$ cat config.mk
export PLATFORM = sky130hd
export DESIGN_NAME = ysyx_22041211_lsu
export DESIGN_NICKNAME = d
export VERILOG_FILES = /design/src/rtl/ysyx_22041211_lsu_pkg.sv /design/src/rtl/ysyx_22041211_lsu_align.sv /design/src/rtl/ysyx_22041211_lsu.sv
export SDC_FILE = /design/constraint.sdc
export NUM_CORES = 1
export LEC_CHECK = 0
export ABC_AREA = 1
export CORE_MARGIN = 2
export CORE_UTILIZATION = 51
export DETAILED_ROUTE_END_ITERATION = 10
export HOLD_SLACK_MARGIN = 0.05
export PLACE_DENSITY = 0.87
export RECOVER_POWER = 25
export SKIP_CTS_REPAIR_TIMING = 1
export SYNTH_ARGS = -nofsm -noshare
export SYNTH_HDL_FRONTEND = slang
export SYNTH_HIERARCHICAL = 1
export SYNTH_SLANG_ARGS = --single-unit
$ cat constraint.sdc
create_clock -name clk -period 6.7 [get_ports clk]
set_input_delay 1.005 -clock clk [delete_from_list [all_inputs] [get_ports clk]]
set_output_delay 1.005 -clock clk [all_outputs]
set_load 0.01 [all_outputs]
$ cat src/rtl/ysyx_22041211_lsu_pkg.sv
// Shared encodings for the load/store unit: FSM states, access sizes and error codes.
package ysyx_22041211_lsu_pkg;

    typedef enum logic [1:0] {
        ST_IDLE = 2'b00,
        ST_REQ  = 2'b01,
        ST_WAIT = 2'b10,
        ST_DONE = 2'b11
    } lsu_state_e;

    localparam logic [1:0] SZ_B = 2'b00;
    localparam logic [1:0] SZ_H = 2'b01;
    localparam logic [1:0] SZ_W = 2'b10;

    localparam logic [1:0] ERR_NONE    = 2'b00;
    localparam logic [1:0] ERR_ALIGN   = 2'b01;
    localparam logic [1:0] ERR_TIMEOUT = 2'b10;

endpackage

$ cat src/rtl/ysyx_22041211_lsu_align.sv
// Combinational byte-lane logic: alignment check, store mask/data shift, load extraction.
module ysyx_22041211_lsu_align
    import ysyx_22041211_lsu_pkg::*;
(
    input  logic [2:0]  funct3,
    input  logic [1:0]  offset,
    input  logic [31:0] wdata,
    input  logic [31:0] rdata,
    output logic        aligned,
    output logic [3:0]  wmask,
    output logic [31:0] wdata_lane,
    output logic [31:0] load_data
);

    logic [31:0] rdata_shifted;

    assign wdata_lane    = wdata << {offset, 3'b000};
    assign rdata_shifted = rdata >> {offset, 3'b000};

    always_comb begin
        aligned = 1'b0;
        wmask   = 4'b0000;
        case (funct3[1:0])
            SZ_B: begin
                aligned = 1'b1;
                wmask   = 4'b0001 << offset;
            end
            SZ_H: begin
                aligned = ~offset[0];
                wmask   = 4'b0011 << offset;
            end
            SZ_W: begin
                aligned = (offset == 2'b00);
                wmask   = 4'b1111;
            end
            default: begin
                aligned = 1'b0;
                wmask   = 4'b0000;
            end
        endcase
    end

    // funct3[2] selects zero extension for LBU/LHU.
    always_comb begin
        load_data = rdata_shifted;
        case (funct3[1:0])
            SZ_B: load_data = funct3[2] ? {24'b0, rdata_shifted[7:0]}
                                        : {{24{rdata_shifted[7]}}, rdata_shifted[7:0]};
            SZ_H: load_data = funct3[2] ? {16'b0, rdata_shifted[15:0]}
                                        : {{16{rdata_shifted[15]}}, rdata_shifted[15:0]};
            default: load_data = rdata_shifted;
        endcase
    end

endmodule

$ cat src/rtl/ysyx_22041211_lsu.sv
// Load/store unit: one access per handshake, word-aligned memory request with byte
// mask, registered extended load data, misalignment and timeout reporting.
module ysyx_22041211_lsu
    import ysyx_22041211_lsu_pkg::*;
#(
    parameter int DATA_LEN       = 32,
    parameter int ADDR_LEN       = 32,
    parameter int TIMEOUT_CYCLES = 255
) (
    input  logic                clk,
    input  logic                rst,
    input  logic                lsu_valid_i,
    output logic                lsu_ready_o,
    input  logic                lsu_wen_i,
    input  logic [2:0]          lsu_funct3_i,
    input  logic [ADDR_LEN-1:0] lsu_addr_i,
    input  logic [DATA_LEN-1:0] lsu_wdata_i,
    output logic                lsu_done_o,
    output logic [DATA_LEN-1:0] lsu_rdata_o,
    output logic [1:0]          lsu_err_o,
    output logic                mem_req_valid_o,
    input  logic                mem_req_ready_i,
    output logic [ADDR_LEN-1:0] mem_addr_o,
    output logic                mem_wen_o,
    output logic [DATA_LEN-1:0] mem_wdata_o,
    output logic [3:0]          mem_wmask_o,
    input  logic                mem_resp_valid_i,
    input  logic [DATA_LEN-1:0] mem_rdata_i
);

    localparam int CNT_W = $clog2(TIMEOUT_CYCLES + 1);

    lsu_state_e          state_q, state_d;
    logic                wen_q;
    logic [2:0]          funct3_q;
    logic [ADDR_LEN-1:0] addr_q;
    logic [DATA_LEN-1:0] wdata_q;
    logic [CNT_W-1:0]    cnt_q;
    logic [DATA_LEN-1:0] rdata_q;
    logic [1:0]          err_q;

    logic [2:0]          chk_funct3;
    logic [1:0]          chk_offset;
    logic                aligned;
    logic [3:0]          wmask;
    logic [DATA_LEN-1:0] wdata_lane;
    logic [DATA_LEN-1:0] load_data;
    logic                timeout_hit;
    logic                result_en;
    logic [1:0]          result_err;
    logic [DATA_LEN-1:0] result_rdata;
    logic                in_req;

    // In IDLE the alignment check must see the incoming access, afterwards the latched one.
    assign chk_funct3  = (state_q == ST_IDLE) ? lsu_funct3_i : funct3_q;
    assign chk_offset  = (state_q == ST_IDLE) ? lsu_addr_i[1:0] : addr_q[1:0];
    assign timeout_hit = (cnt_q == CNT_W'(TIMEOUT_CYCLES - 1));

    ysyx_22041211_lsu_align u_align (
        .funct3     (chk_funct3),
        .offset     (chk_offset),
        .wdata      (wdata_q),
        .rdata      (mem_rdata_i),
        .aligned    (aligned),
        .wmask      (wmask),
        .wdata_lane (wdata_lane),
        .load_data  (load_data)
    );

    always_comb begin
        state_d      = state_q;
        result_en    = 1'b0;
        result_err   = ERR_NONE;
        result_rdata = '0;
        case (state_q)
            ST_IDLE: begin
                if (lsu_valid_i) begin
                    if (aligned) begin
                        state_d = ST_REQ;
                    end else begin
                        state_d    = ST_DONE;
                        result_en  = 1'b1;
                        result_err = ERR_ALIGN;
                    end
                end
            end
            ST_REQ: begin
                if (mem_req_ready_i) begin
                    state_d = ST_WAIT;
                end else if (timeout_hit) begin
                    state_d    = ST_DONE;
                    result_en  = 1'b1;
                    result_err = ERR_TIMEOUT;
                end
            end
            ST_WAIT: begin
                if (mem_resp_valid_i) begin
                    state_d      = ST_DONE;
                    result_en    = 1'b1;
                    result_err   = ERR_NONE;
                    result_rdata = wen_q ? '0 : load_data;
                end else if (timeout_hit) begin
                    state_d    = ST_DONE;
                    result_en  = 1'b1;
                    result_err = ERR_TIMEOUT;
                end
            end
            ST_DONE: state_d = ST_IDLE;
            default: state_d = ST_IDLE;
        endcase
    end

    always_ff @(posedge clk) begin
        if (rst) begin
            state_q  <= ST_IDLE;
            wen_q    <= 1'b0;
            funct3_q <= '0;
            addr_q   <= '0;
            wdata_q  <= '0;
            cnt_q    <= '0;
            rdata_q  <= '0;
            err_q    <= ERR_NONE;
        end else begin
            state_q <= state_d;
            if (state_q == ST_IDLE && lsu_valid_i) begin
                wen_q    <= lsu_wen_i;
                funct3_q <= lsu_funct3_i;
                addr_q   <= lsu_addr_i;
                wdata_q  <= lsu_wdata_i;
            end
            if (state_q == ST_IDLE) begin
                cnt_q <= '0;
            end else if (state_q == ST_REQ || state_q == ST_WAIT) begin
                cnt_q <= cnt_q + CNT_W'(1);
            end
            if (result_en) begin
                rdata_q <= result_rdata;
                err_q   <= result_err;
            end
        end
    end

    assign in_req          = (state_q == ST_REQ);
    assign lsu_ready_o     = (state_q == ST_IDLE);
    assign lsu_done_o      = (state_q == ST_DONE);
    assign lsu_rdata_o     = lsu_done_o ? rdata_q : '0;
    assign lsu_err_o       = lsu_done_o ? err_q : ERR_NONE;
    assign mem_req_valid_o = in_req;
    assign mem_addr_o      = in_req ? {addr_q[ADDR_LEN-1:2], 2'b00} : '0;
    assign mem_wen_o       = in_req & wen_q;
    assign mem_wdata_o     = in_req ? wdata_lane : '0;
    assign mem_wmask_o     = in_req ? wmask : 4'b0000;

endmodule

# --- Word-level counts from Yosys, hierarchy flattened ---
# Cells that the tools add are included.
word_totals:
  register_bits: 112
  inputBits: 105
  output_inout_bits: 106
  wordCells: 61
classes:
  add_sub_neg: 1
  eq_ne: 7
  shift: 4
  n_mux: 33
  bitwise: 2
  reduce_logical: 6
ops:
  columns: ["cell", "count"]
  rows:
  - ["32-bit 2-to-1 mux", 8]
  - ["32-bit case mux with 2 select lines", 1]
  - ["32-bit by 5-bit << shifter with 32-bit output", 1]
  - ["32-bit by 5-bit >> shifter with 32-bit output", 1]
  - ["2-bit 2-to-1 mux", 10]
  - ["4-bit case mux with 3 select lines", 1]
  - ["8-bit by 1-bit adder with 8-bit output, second input constant", 1]
  - ["8-bit equality test, second input constant", 1]
  - ["2-bit case mux with 4 select lines", 1]
  - ["1-bit 2-to-1 mux", 7]
  - ["2-bit equality test, second input constant", 3]
  - ["2-bit logical NOT", 3]
  - ["1-bit case mux with 3 select lines", 2]
  - ["2-bit case mux with 3 select lines", 1]
  - ["2-bit by 1-bit equality test with 1-bit output, second input constant", 2]
  - ["4-bit 2-to-1 mux", 1]
  - ["1-bit by 2-bit << shifter with 4-bit output, first input constant", 1]
  - ["2-bit by 2-bit << shifter with 4-bit output, first input constant", 1]
  - ["3-bit 2-to-1 mux", 1]
  - ["2-bit inequality test, second input constant", 1]
  - ["2-bit OR reduction", 1]
  - ["1-bit bitwise AND", 1]
  - ["1-bit logical AND", 1]
  - ["1-bit logical OR", 1]
  - ["1-bit NOT", 1]

# --- Depth between registers and ports, before layout ---
# Gate-level depths: netlist (run 1).
depth:
  ltp_word: 8
  ltp_mapped: 18
  ltp_nobuf: 14

# --- By module ---
# The synthesis (run 1) kept the hierarchy.
by_module_without_submodules:
  columns: ["mod", "instances", "cells_each", "area_per_inst_um2", "seq_area_each_um2"]
  rows:
  - ["ysyx_22041211_lsu", 1, 831, 5295.1, 2242.2]
  - ["ysyx_22041211_lsu_align", 1, 271, 1330.0, 0.0]

# --- Worst setup path after synthesis (run 1) ---
# No wires, ideal clock.
synth_timing:
  kind: "flip-flop to output port"
  startpoint: "register state_q[0]"
  endpoint: "output mem_wdata_o[31]"
  arrival_time_ns: 2.285
  required_time_ns: 5.695
  path_slack_ns: 3.410
  path_stages_with_launch: 11
  path_buffers: 3
  path_cell_list: "dfxtp_1 > inv_1 > ha_1 > clkbuf_1 > o21ai_0 > inv_2 > buf_2 > buf_2 > o22ai_1 > nand2_1 > inv_1"
synth_between:
  elab_chain_cells: 4
  elab_cells_between_ends: 5
  classes_between: "eq/ne: 1; shift: 1; mux: 2; reduce/logical: 1"
synth_rtl:
  columns: ["item", "line", "source"]
  rows:
  - ["from (decl)", "ysyx_22041211_lsu.sv:33", "lsu_state_e state_q, state_d;"]
  - ["from (signal assigned)", "ysyx_22041211_lsu.sv:124", "state_q <= state_d;"]
  - ["2-bit logical NOT", null, null]
  - ["named net lsu_ready_o", "ysyx_22041211_lsu.sv:13", "output logic lsu_ready_o,"]
  - ["2-bit 2-to-1 mux", "ysyx_22041211_lsu.sv:56", "assign chk_offset = (state_q == ST_IDLE) ? lsu_addr_i[1:0] : addr_q[1:0];"]
  - ["named net chk_offset[1]", "ysyx_22041211_lsu.sv:43", "logic [1:0] chk_offset;"]
  - ["32-bit by 5-bit << shifter with 32-bit output", "ysyx_22041211_lsu_align.sv:17", "assign wdata_lane = wdata << {offset, 3'b000};"]
  - ["named net wdata_lane[31]", "ysyx_22041211_lsu.sv:46", "logic [DATA_LEN-1:0] wdata_lane;"]
  - ["32-bit 2-to-1 mux", "ysyx_22041211_lsu.sv:151", "assign mem_wdata_o = in_req ? wdata_lane : '0;"]
  - ["to (decl)", "ysyx_22041211_lsu.sv:25", "output logic [DATA_LEN-1:0] mem_wdata_o,"]
# The timed path passes the listed nets, and every way through them passes these cells.

# --- Final worst setup path (run 1) ---
layout_timing:
  startpoint: "input lsu_addr_i[1]"
  endpoint: "output mem_wdata_o[27]"
layout_between:
  elab_chain_cells: 3
layout_rtl:
  columns: ["item", "line", "source"]
  rows:
  - ["from (decl)", "ysyx_22041211_lsu.sv:16", "input logic [ADDR_LEN-1:0] lsu_addr_i,"]
  - ["2-bit 2-to-1 mux", "ysyx_22041211_lsu.sv:56", null]
  - ["named net chk_offset[1]", "ysyx_22041211_lsu.sv:43", null]
  - ["32-bit by 5-bit << shifter with 32-bit output", "ysyx_22041211_lsu_align.sv:17", null]
  - ["named net wdata_lane[27]", "ysyx_22041211_lsu.sv:46", null]
  - ["32-bit 2-to-1 mux", "ysyx_22041211_lsu.sv:151", null]
# The timed path passes the listed nets, and every way through them passes these cells.

==> results of run 1 <==
where the power goes:
| group | internal, mW | switching (mW) |
|---|---|---|
| registers | 0.899 | 0.141 |
| clock network | 0.293 | 0.251 |
| logic | 0.824 | 1.35 |
| total | 2.02 | 1.75 |
cell families (layout without fill, tap and decap cells):
family | after synthesis | count (layout) | share of synthesized area (%)
xor gates and xnor gates | 1 | 1 | 0.1322
adders and majority gates | 6 | 6 | 1.133
DFF | 112 | 112 | 33.84
buffers and inverters | 226 | 376 | 14.28
AOI/OAI and AO/OA | 214 | 214 | 17.36
and+or+nand+nor | 542 | 542 | 33.20
other | 1 | 2 | 0.05660
worst reg2reg max path: cells and delay by family, from the launching register on:
| family | cells | cell delay (ns) |
|---|---|---|
| and+or+nand+nor | 5 | 1.04 |
| DFF | 1 | 0.41 |
| AOI/OAI and AO/OA | 2 | 1.02 |
| buffers and inverters | 3 | 0.82 |
| adders and majority gates | 1 | 0.25 |
cell usage after synthesis (10+ instances only):
| cell | n | area, sq um |
|---|---|---|
| sky130_fd_sc_hd__dfxtp_1 | 112 | 2242 |
| sky130_fd_sc_hd__nor2_1 | 219 | 822.0 |
| sky130_fd_sc_hd__o21ai_0 | 112 | 560.5 |
| sky130_fd_sc_hd__nand2_1 | 238 | 893.4 |
| sky130_fd_sc_hd__o22ai_1 | 22 | 137.6 |
| sky130_fd_sc_hd__o211ai_1 | 14 | 105.1 |
| sky130_fd_sc_hd__inv_1 | 138 | 518.0 |
| sky130_fd_sc_hd__buf_4 | 10 | 75.07 |
| sky130_fd_sc_hd__o21ai_1 | 10 | 50.05 |
| sky130_fd_sc_hd__a21oi_1 | 51 | 255.2 |
| sky130_fd_sc_hd__nand3_1 | 60 | 300.3 |
| sky130_fd_sc_hd__buf_2 | 18 | 90.09 |
| sky130_fd_sc_hd__clkbuf_1 | 40 | 150.1 |
sequential cells by signal, indices dropped and copies added (netlist names):
| register | count |
|---|---|
| addr_q | 32 |
| cnt_q | 8 |
| err_q | 2 |
| funct3_q | 3 |
| rdata_q | 32 |
| state_q | 2 |
| wdata_q | 32 |
| wen_q | 1 |
area by class of cell:
cell class	instances	area share, %
clock buffer	11	2.619
clock inverter	5	0.7041
sequential	112	25.24
multi-input combinational	765	38.95
timing repair buffer	214	23.90
inverter	146	6.168
tap	172	2.422
per-layer routing:
| metal | share of wire [%] | track usage, % |
|---|---|---|
| met4 | 3.0 | 12.12 |
| met1 | 40 | 32.62 |
| met5 | 0.067 | 0 |
| met3 | 9.3 | 8.479 |
| met2 | 48 | 45.53 |
cell usage in the layout, fill, tap and decap left out, drive strengths merged, types with 2 or more instances in the layout:
cell type,Yosys,layout
nand2,244,244
nor2,221,221
clkdlybuf4s50,0,205
inv,145,148
o21ai,123,123
dfxtp,112,112
nand3,64,64
a21oi,51,51
o22ai,22,22
o211ai,14,14
clkbuf,40,12
or2,10,10
ha,6,6
buf,40,5
dlygate4sd3,0,3
nor3,2,2
conb,1,2
clkinvlp,0,2
worst max-delay path by stage:
| stage | startpoint | slack (ns) | to | cells after the start |
|---|---|---|---|---|
| 6_report | lsu_addr_i[1] | 1.95 | mem_wdata_o[27] | 9 |
| 3_3_place_gp | lsu_addr_i[1] | 2.06 | mem_wdata_o[27] | 9 |
| 2_1_floorplan | state_q[0]$_SDFFE_PP0P_ | 3.41 | mem_wdata_o[31] | 10 |
| 5_1_grt | state_q[0]$_SDFFE_PP0P_ | 1.70 | mem_wdata_o[20] | 8 |
| 4_1_cts | state_q[0]$_SDFFE_PP0P_ | 2.00 | mem_wdata_o[20] | 8 |
| 3_5_place_dp | lsu_addr_i[1] | 2.03 | mem_wdata_o[27] | 9 |
metrics by stage:
step	power (mW)	setup slack, ns	instances	utilization [%]	hold WS, ns
global placement	3.164	2.060	1409	67.82	0.4345
global route	4.105	1.699	1425	70.12	0.4763
finish	3.763	1.947	1425	70.12	0.4508
CTS	3.746	2.003	1425	70.15	0.4543
detailed placement	3.193	2.031	1409	67.82	0.4428
floorplan	2.629	3.410	1103	-	0.4239
==> summary.md, run 1 <==
| Metric | Value |
|---|---|
| Number of levels the H-tree was split into | 3 |
| Count of input and output buffers | 208 |
| Sequential cell area in the final layout | 0.002242 sq mm |
| R2R setup slack | 3.08 ns |
| Die height | 118.0 microns |
| Register area share after synthesis | 33.84% |
| Remaining global-route overflow | 0 |
| Post-route cell area | 0.008885 sq mm |
| Wire length of the first global-routing pass | between 30000 and 40000 microns |
| Synth Area per Inst | about 6.0 sq um |
| Startpoint of the worst hold path | funct3_q[0]$_SDFFE_PP0P_ |
| Total placed instance area | 0.008593 sq mm |
| Final #Nets | 1359 |
| Area occupied by multi-input gates | about 0.0035 sq mm |
| Critical path, cell by cell | clkdlybuf4s50_1 > nand2_1 > o21ai_2 > inv_2 > o21ai_0 > o22ai_1 > nand2_1 > inv_1 > clkdlybuf4s50_1 |
| Launch point of the worst reg-to-reg path | state_q[0]$_SDFFE_PP0P_ |
| Width of the die | 118.0 microns |
| 1st-pass router iterations | 5 |
| Cell area after synthesis | 0.006625 sq mm |
| Sort of element at the start of the critical path | primary input |
| Core Region | approximately 0.013 sq mm |
| Violation count after the first detailed-route iteration | 599 |
| Filler cell count | 1144 |
| CP bufs+invs | 4 |
| IO Count | 211 |
| Detailed-route wire length | roughly 20000 microns |
| Fmax | 210.4 MHz |
| Initial core utilization | 52.29% |
| Number of global-route vias before repair | 6579 |
| CP peak stage delay | 0.79 ns |
| Clock Skews | 0.006713 ns |
| Category of the most critical setup path | in -> out |
| Maximum number of pins on one net before global-route repair | 76 |
| Maximum capacitance violations | 2 |
| Number of warnings issued by yosys | 6 |
| GRT Total Usage | between 20% and 30% |
| Total CTS buffers | 9 |
| Most used flip-flop cell after synthesis | sky130_fd_sc_hd__dfxtp_1 |
| Remaining routing DRC violations | 0 |
| Gate Count Post-Synth | around 1100 |
| Maximum fanout count along the critical path | 61 |
| Cells on Worst Hold Path | 2 |
| Min cycle time layout | 4.753 ns |
| P&R area growth vs syn | 34.11% |
| Clock insertion delay at the later pin of the skew report | about 0.35 ns |
| Required arrival time at the worst endpoint | approximately 5.7 ns |
| Data arrival time of the worst path | 3.75 ns |
| Rows | 41 |
| Antenna violations before repair | 1 |
| CP max stage cell | sky130_fd_sc_hd__inv_2 |
| Number of register bits inferred by synthesis | 112 |
| Number of enable-type register cells in the synthesized netlist | 0 |
| Worst-case reg-to-reg path depth | 11 |
| Part of the cycle the worst path needs | 70.95% |
| Total negative slack | 0 ns |
| Number of inserted diodes | 0 |
| Routed via count divided by cell count | 5.127 |
| Number of sinks on the clock net | 112 |
| Normalized max-slew margin | -43.65% |
| Buffer depth of the longest clock path | 2 |
| Violated checks | max-capacitance violations, max-slew violations |
| ANT nets after route | 0 |
| Clock tree root driver cell | sky130_fd_sc_hd__clkbuf_16 |
| Routed vias | 7306 |
| Fraction of final layout cells sized beyond drive strength 1 | 3.751% |
| Average wire per cell in the routed design | about 14 microns |
| Max-slew violation count | 122 |
| Dominant delay contributor by cell family on the critical path | buffers and inverters |
| DP HPWL | 13520 microns |
| Worst Hold Path EP | funct3_q[0]$_SDFFE_PP0P_ |
| Crit. End Element | primary output |
| Hold Vio Cnt, Final | 0 |
| Count of distinct cell types in the synthesized netlist | 33 |
| Leakage power | 4.308 nW |
| Unrepaired setup endpoints after global routing | no |
| Total of endpoints with negative setup slack in the final report | 0 |
| FFs w/ async S/R, synth | 0% |
| Worst reg2reg endpoint | rdata_q[26]$_SDFFE_PP0P_ |
| Type of the worst min-delay path | reg -> reg |
| CTS tree | done |
| Largest vdd supply drop | approximately 0.00027 V |
| GP Congestion | just over 0.9 |
| Tightest Pin Transition | 2.155 ns |
| Clock-pin slew reported for the worst setup and hold paths after clock tree synthesis | 0.07 ns |
| Run status | finished with violations |
| Power density over the cells | 423.5 mW/mm^2 |
| Die Area | 0.01392 sq mm |
(Power assumes the default switching activity.)
==> run 2: changes to the inputs <==
- CORE_UTILIZATION: 51 -> 47
- PLACE_DENSITY: 0.87 -> 0.81
- clock period: 6.7 -> 4.5 ns (I/O delays scaled with it)
==> run 2 against run 1 <==
Effect of this change:
- global-route usage fell by 2.3 points
- wire length fell by 1.8%
- count of clock-buffer cells in the layout fell by 1
- critical path type is now reg -> out
- non-clock buffer count rose by 3
- first-iteration DRC count fell by 5.8%
- sequential share of layout area barely moved
- clock power rose by 44%
- the run still ends with max-capacitance violations, max-slew violations left
- clock skew barely moved
- power rose by 48%
- critical path depth rose by 1
- combinational power rose by 48%
- utilization fell by 5.8 points
==> summary.md, run 2 (synthesized netlist as in run 1, its figures left out) <==
| Metric | Value |
|---|---|
| Total negative slack | 0 ns (unchanged) |
| Width of the die | 122.7 microns (+4.0%) |
| Initial core utilization | 47.91% (-4.4 points) |
| P&R area growth vs syn | 34.33% |
| Number of global-route vias before repair | 6392 (-2.8%) |
| Unrepaired setup endpoints after global routing | no |
| Clock-pin slew reported for the worst setup and hold paths after clock tree synthesis | 0.07 ns (about the same) |
| Normalized max-slew margin | -1.871% (+42 points) |
| IO Count | 211 (unchanged) |
| Largest regs | addr_q (32), rdata_q (32), wdata_q (32) |
| Number of levels the H-tree was split into | 3 (unchanged) |
| Maximum fanout count along the critical path | 32 (-48%) |
| Largest vdd supply drop | 0.0003475 V (+29%) |
| Violation count after the first detailed-route iteration | 564 (-5.8%) |
| Fmax | 255.9 MHz |
| Sort of element at the start of the critical path | register |
| Routed vias | 7198 (-1.5%) |
| Die Area | 0.01506 sq mm (+8.2%) |
| Total of endpoints with negative setup slack in the final report | 0 (unchanged) |
| Number of sinks on the clock net | 112 (unchanged) |
| Most common cell after layout, fill and taps aside | sky130_fd_sc_hd__nand2_1 |
| Maximum capacitance violations | 1 (-1) |
| CTS tree | done |
| Average wire per cell in the routed design | 13.27 microns (-2.7%) |
| Instance count after placement with tap cells included | 1420 (+0.78%) |
| Run status | finished with violations |
| Core Region | 0.01383 sq mm (+9.1%) |
| GRT Total Usage | 25.18% (-2.3 points) |
| Die height | 122.7 microns (+4.0%) |
| Violated checks | max-capacitance violations, max-slew violations |
| Total CTS buffers | 9 (unchanged) |
| Buffer depth of the longest clock path | 2 (unchanged) |
| Tightest Pin Transition | 1.528 ns (-0.6267 ns) |
| Type of the worst min-delay path | reg -> reg |
| Hold Vio Cnt, Final | 0 (unchanged) |
| Clock insertion delay at the later pin of the skew report | 0.36 ns (about the same) |
| Wire length of the first global-routing pass | 30330 microns (-3.5%) |
| Part of the cycle the worst path needs | 86.83% |
| Antenna violations before repair | 1 (unchanged) |
| Required arrival time at the worst endpoint | 3.83 ns (-1.86 ns) |
| Final #Nets | 1362 (+0.22%) |
| Leakage power | 4.432 nW (+2.9%) |
| Max-slew violation count | 38 (-69%) |
| Clock tree root driver cell | sky130_fd_sc_hd__clkbuf_16 |
| Total placed instance area | 0.008626 sq mm (+0.38%) |
| Commonest non-fill, non-tap cells in the layout | sky130_fd_sc_hd__nand2_1, sky130_fd_sc_hd__nor2_1, sky130_fd_sc_hd__clkdlybuf4s50_1 |
| Power density over the cells | 624.6 mW/mm^2 (+47%) |
| GP Congestion | 0.9470 (+2.6%) |
| DP HPWL | 13200 microns (-2.4%) |
| 1st-pass router iterations | 5 (unchanged) |
| Crit. End Element | primary output |
| Clock Skews | 0.007010 ns (+0.0002971 ns) |
| Routed via count divided by cell count | 5.009 (-2.3%) |
| Fraction of final layout cells sized beyond drive strength 1 | 4.061% (+0.31 points) |
| Post-route cell area | 0.008900 sq mm (+0.17%) |
| Data arrival time of the worst path | 3.23 ns (-0.52 ns) |
| Count of input and output buffers | 208 (unchanged) |
| Detailed-route wire length | 19070 microns (-1.8%) |
| Min cycle time layout | 3.907 ns |
| ANT nets after route | 0 (unchanged) |
| Remaining global-route overflow | 0 (unchanged) |
| Remaining routing DRC violations | 0 (unchanged) |
| Final Instance Count excl. Fillers | 1437 (+0.84%) |
| Maximum number of pins on one net before global-route repair | 75 (-1.3%) |
| Category of the most critical setup path | reg -> out |
| Worst hold slack | 0.4468 ns (-0.003926 ns) |
| Rows | 43 (+4.9%) |
## run 2: changes by cell type in the layout (fill, tap and decap cells not counted), sizes merged
cell / before / now
clkinv: 0 / 4
dlygate4sd3: 3 / 35
bufinv: 1 / 0
inv: 148 / 147
clkdlybuf4s50: 205 / 173
clkinvlp: 2 / 1
clkbuf: 12 / 14
diode: 0 / 1
## run 2: cell type report
cell class                 instances  area [sq um]
inverter                         146         548.0
antenna                            1         2.502
multi-input combinational        765          3461
fill                            1287          4927
sequential                       112          2242
timing repair buffer             217          2137
clock inverter                     6         55.05
clock buffer                      10         229.0
tap                              180         225.2
## run 2: path summary, 6_finish.rpt
path | endpoint | slack (ns) | cells after the start | startpoint
worst max register to register | err_q[0]$_SDFFE_PP0P_ | 0.94 | 14 | state_q[0]$_SDFFE_PP0P_
worst min-delay path | funct3_q[2]$_SDFFE_PP0P_ | 0.45 | 2 | funct3_q[2]$_SDFFE_PP0P_
worst max-delay path | mem_wdata_o[24] | 0.59 | 10 | state_q[0]$_SDFFE_PP0P_
worst min register to register | funct3_q[2]$_SDFFE_PP0P_ | 0.45 | 2 | funct3_q[2]$_SDFFE_PP0P_
## run 2: where the power goes
group,internal [mW],switching (mW),leakage [nW]
logic,1.22,2.00,3.37
registers,1.34,0.213,0.923
clock network,0.385,0.397,0.136
total,2.94,2.61,4.43
## run 2: layer usage
layer / up-vias / global-route usage [%] / routed length (microns)
li1: 3729 / - / -
met1: 3193 / 31.25 / 8016
met2: 241 / 41.57 / 8961
met3: 35 / 6.924 / 1650
met4: 0 / 9.339 / 439
met5: - / 0 / 0
## run 2: worst max-delay path: stages, from the launching register on
cell	delay (ns)
sky130_fd_sc_hd__dfxtp_1	0.35
sky130_fd_sc_hd__inv_1	0.11
sky130_fd_sc_hd__ha_1	0.31
sky130_fd_sc_hd__clkbuf_1	0.45
sky130_fd_sc_hd__o21ai_2	0.14
sky130_fd_sc_hd__inv_2	0.38
sky130_fd_sc_hd__o21ai_0	0.25
sky130_fd_sc_hd__o22ai_1	0.21
sky130_fd_sc_hd__nand2_1	0.08
sky130_fd_sc_hd__inv_1	0.06
sky130_fd_sc_hd__clkdlybuf4s50_1	0.53
## run 2: stage by stage
step	util, %	setup WS (ns)	total power [mW]
2_1_floorplan	-	1.540	3.915
3_3_place_gp	62.38	0.7996	4.742
3_5_place_dp	62.38	0.7749	4.785
4_1_cts	64.44	0.6172	5.575
5_1_grt	64.37	0.3266	6.071
6_report	64.37	0.5927	5.559
==> run 3: changes to the inputs <==
- CORE_ASPECT_RATIO: default -> 1.5
==> run 3 against run 2 <==
Effect of this change:
- the run still ends with max-capacitance violations, max-slew violations left
- cell count down 1.1%
- sequential share of layout area fell by 0.10 points
- global-route usage up 0.61 points
- combinational power is 2% higher
- fmax up 1.7%
- hold slack improved by 0.0098 ns
- count of clock-buffer cells in the layout unchanged
- largest power group unchanged
==> summary.md, run 3 (synthesized netlist as in run 1, its figures left out) <==
| Metric | Value |
|---|---|
| Run status | finished with violations |
| Violated checks | max-capacitance violations, max-slew violations |
| Combinational cell fraction of total power | 57.5% (-0.5 points) |
| Pre-CTS WS | 0.9593 ns (+0.1844 ns) |
| CTS tree | done |
| Post-route cell area | 0.008936 sq mm (+0.41%) |
| Maximum capacitance violations | 3 (+2) |
| Clock-pin slew reported for the worst setup and hold paths after clock tree synthesis | 0.07 ns (about the same) |
| Min cycle time layout | 3.842 ns (-0.06541 ns) |
| Largest regs | addr_q (32), rdata_q (32), wdata_q (32) |
| IO Count | 211 (unchanged) |
| Wire length of the first global-routing pass | 31330 microns (+3.3%) |
| Width of the die | 100.9 microns (-18%) |
| Maximum fanout count along the critical path | 33 (+3.1%) |
| Number of levels the H-tree was split into | 3 (unchanged) |
| GP Congestion | 0.8800 (-7.1%) |
| Fraction of final layout cells sized beyond drive strength 1 | 4.061% (unchanged) |
| Met2 GRT Util | 45.00% (+3.4 points) |
| Average wire per cell in the routed design | 13.67 microns (+3.0%) |
| Share of total power in the clock network | 15.4% (+1.3 points) |
| Fin worst setup slack | 0.6581 ns (+0.06541 ns) |
| Core Region | 0.01393 sq mm (+0.72%) |
| Commonest non-fill, non-tap cells in the layout | sky130_fd_sc_hd__nand2_1, sky130_fd_sc_hd__nor2_1, sky130_fd_sc_hd__clkdlybuf4s50_1 |
| Tightest Pin Transition | 1.929 ns (+0.4011 ns) |
| Total negative slack | 0 ns (unchanged) |
| 1st-pass router iterations | 6 (+1) |
| Required arrival time at the worst endpoint | 3.83 ns (about the same) |
| Remaining routing DRC violations | 0 (unchanged) |
| Maximum number of pins on one net before global-route repair | 68 (-9.3%) |
| Clock Skews | 0.01154 ns (+0.004525 ns) |
| Final #Nets | 1363 (+0.073%) |
| Filler cell count | 1302 (+1.2%) |
| Reg power frac | 27.1% (-0.8 points) |
| Buffer depth of the longest clock path | 2 (unchanged) |
| Global-route track usage on met1 | 29.41% (-1.8 points) |
| Part of the cycle the worst path needs | 85.38% (-1.5 points) |
| Total placed instance area | 0.008615 sq mm (-0.13%) |
| GRT Total Usage | 25.79% (+0.61 points) |
| Power density over the cells | 638.0 mW/mm^2 (+2.1%) |
| Clock tree root driver cell | sky130_fd_sc_hd__clkbuf_16 |
| Initial core utilization | 47.57% (-0.34 points) |
| Remaining global-route overflow | 0 (unchanged) |
| Most common cell after layout, fill and taps aside | sky130_fd_sc_hd__nand2_1 |
| Violation count after the first detailed-route iteration | 334 (-41%) |
| Fmax | 260.3 MHz (+1.7%) |
| Clock insertion delay at the later pin of the skew report | 0.35 ns (about the same) |
| ANT nets after route | 0 (unchanged) |
| Data arrival time of the worst path | 3.17 ns (-0.06 ns) |
| Die Area | 0.01508 sq mm (+0.13%) |
| Sort of element at the start of the critical path | register |
| Number of inserted diodes | 0 (-1) |
| Number of sinks on the clock net | 112 (unchanged) |
| Die height | 149.4 microns (+22%) |
| GRT met3 Usage | 4.017% (-2.9 points) |
| Count of input and output buffers | 208 (unchanged) |
| Rows | 53 (+23%) |
| Crit. End Element | primary output |
| DP HPWL | 13820 microns (+4.7%) |
| Category of the most critical setup path | reg -> out |
| P&R area growth vs syn | 34.88% |
| Normalized max-slew margin | -28.75% (-27 points) |
| Type of the worst min-delay path | reg -> reg |
| Switching power share of the total | 45.96% (-1.1 points) |
| Antenna violations before repair | 0 (-1) |
| Max-slew violation count | 164 (+330%) |
| Unrepaired setup endpoints after global routing | no |
| Leakage power | 4.471 nW (+0.89%) |
| Total CTS buffers | 9 (unchanged) |
| Routed vias | 7255 (+0.79%) |
| Largest vdd supply drop | 0.0003615 V (+4.0%) |
| Net switching power | 2.620 mW (+0.23%) |
| Global-route layer with the greatest usage | met2 |
| Number of global-route vias before repair | 6595 (+3.2%) |
| Hold Vio Cnt, Final | 0 (unchanged) |
| Detailed-route wire length | 19430 microns (+1.9%) |
| Int Power | 3.081 mW (+4.6%) |
| Total of endpoints with negative setup slack in the final report | 0 (unchanged) |
| Routed via count divided by cell count | 5.106 (+1.9%) |
run 3: path summary, 6_finish.rpt:
path,cells after the start,slack (ns),from,end
hold / removal,2,0.46,funct3_q[0]$_SDFFE_PP0P_,funct3_q[0]$_SDFFE_PP0P_
setup / recovery,9,0.66,state_q[0]$_SDFFE_PP0P_,mem_wdata_o[27]
hold reg to reg,2,0.46,funct3_q[0]$_SDFFE_PP0P_,funct3_q[0]$_SDFFE_PP0P_
setup reg to reg,6,0.79,state_q[0]$_SDFFE_PP0P_,wdata_q[23]$_SDFFE_PP0P_
run 3: metal layers:
layer	wire, microns	vias up	share of wire [%]
met1	7334	3206	38
met3	1120	59	5.8
met5	0	-	0
li1	-	3736	-
met4	972	0	5.0
met2	10000	254	51
run 3: cell type report:
type / count / area, sq um / area share, %
Multi-Input combinational cell: 765 / 3458 / 38.70
Clock inverter: 5 / 88.84 / 0.9941
Sequential cell: 112 / 2242 / 25.09
Clock buffer: 10 / 239.0 / 2.674
Tap cell: 165 / 206.4 / 2.310
Timing Repair Buffer: 218 / 2153 / 24.10
Inverter: 146 / 548.0 / 6.133
run 3: power groups by stage:
stage / clock network (mW) / logic (mW) / registers, mW
floorplan: 0 / 2.42 / 1.50
global placement: 0 / 3.20 / 1.55
detailed placement: 0 / 3.24 / 1.56
CTS: 0.896 / 3.26 / 1.54
global route: 0.934 / 3.70 / 1.58
finish: 0.880 / 3.28 / 1.54
run 3: worst max-delay path, cell delays in order (launching register included):
cell and delay, ns:
sky130_fd_sc_hd__dfxtp_1 0.40, sky130_fd_sc_hd__inv_1 0.11, sky130_fd_sc_hd__ha_1 0.40, sky130_fd_sc_hd__o21ai_4 0.46, sky130_fd_sc_hd__inv_2 0.34, sky130_fd_sc_hd__o21ai_0 0.35, sky130_fd_sc_hd__o22ai_1 0.12, sky130_fd_sc_hd__nand2_1 0.12
sky130_fd_sc_hd__inv_1 0.05, sky130_fd_sc_hd__clkdlybuf4s50_1 0.47
run 3: metrics by stage:
stage	total power, mW	hold slack, ns	instances	utilization (%)
3_5_place_dp	4.800	0.4470	1406	61.86
6_report	5.701	0.4566	1421	64.17
3_3_place_gp	4.747	0.4341	1406	61.86
2_1_floorplan	3.915	0.4239	1103	-
4_1_cts	5.700	0.4581	1421	64.21
5_1_grt	6.213	0.4798	1421	64.17
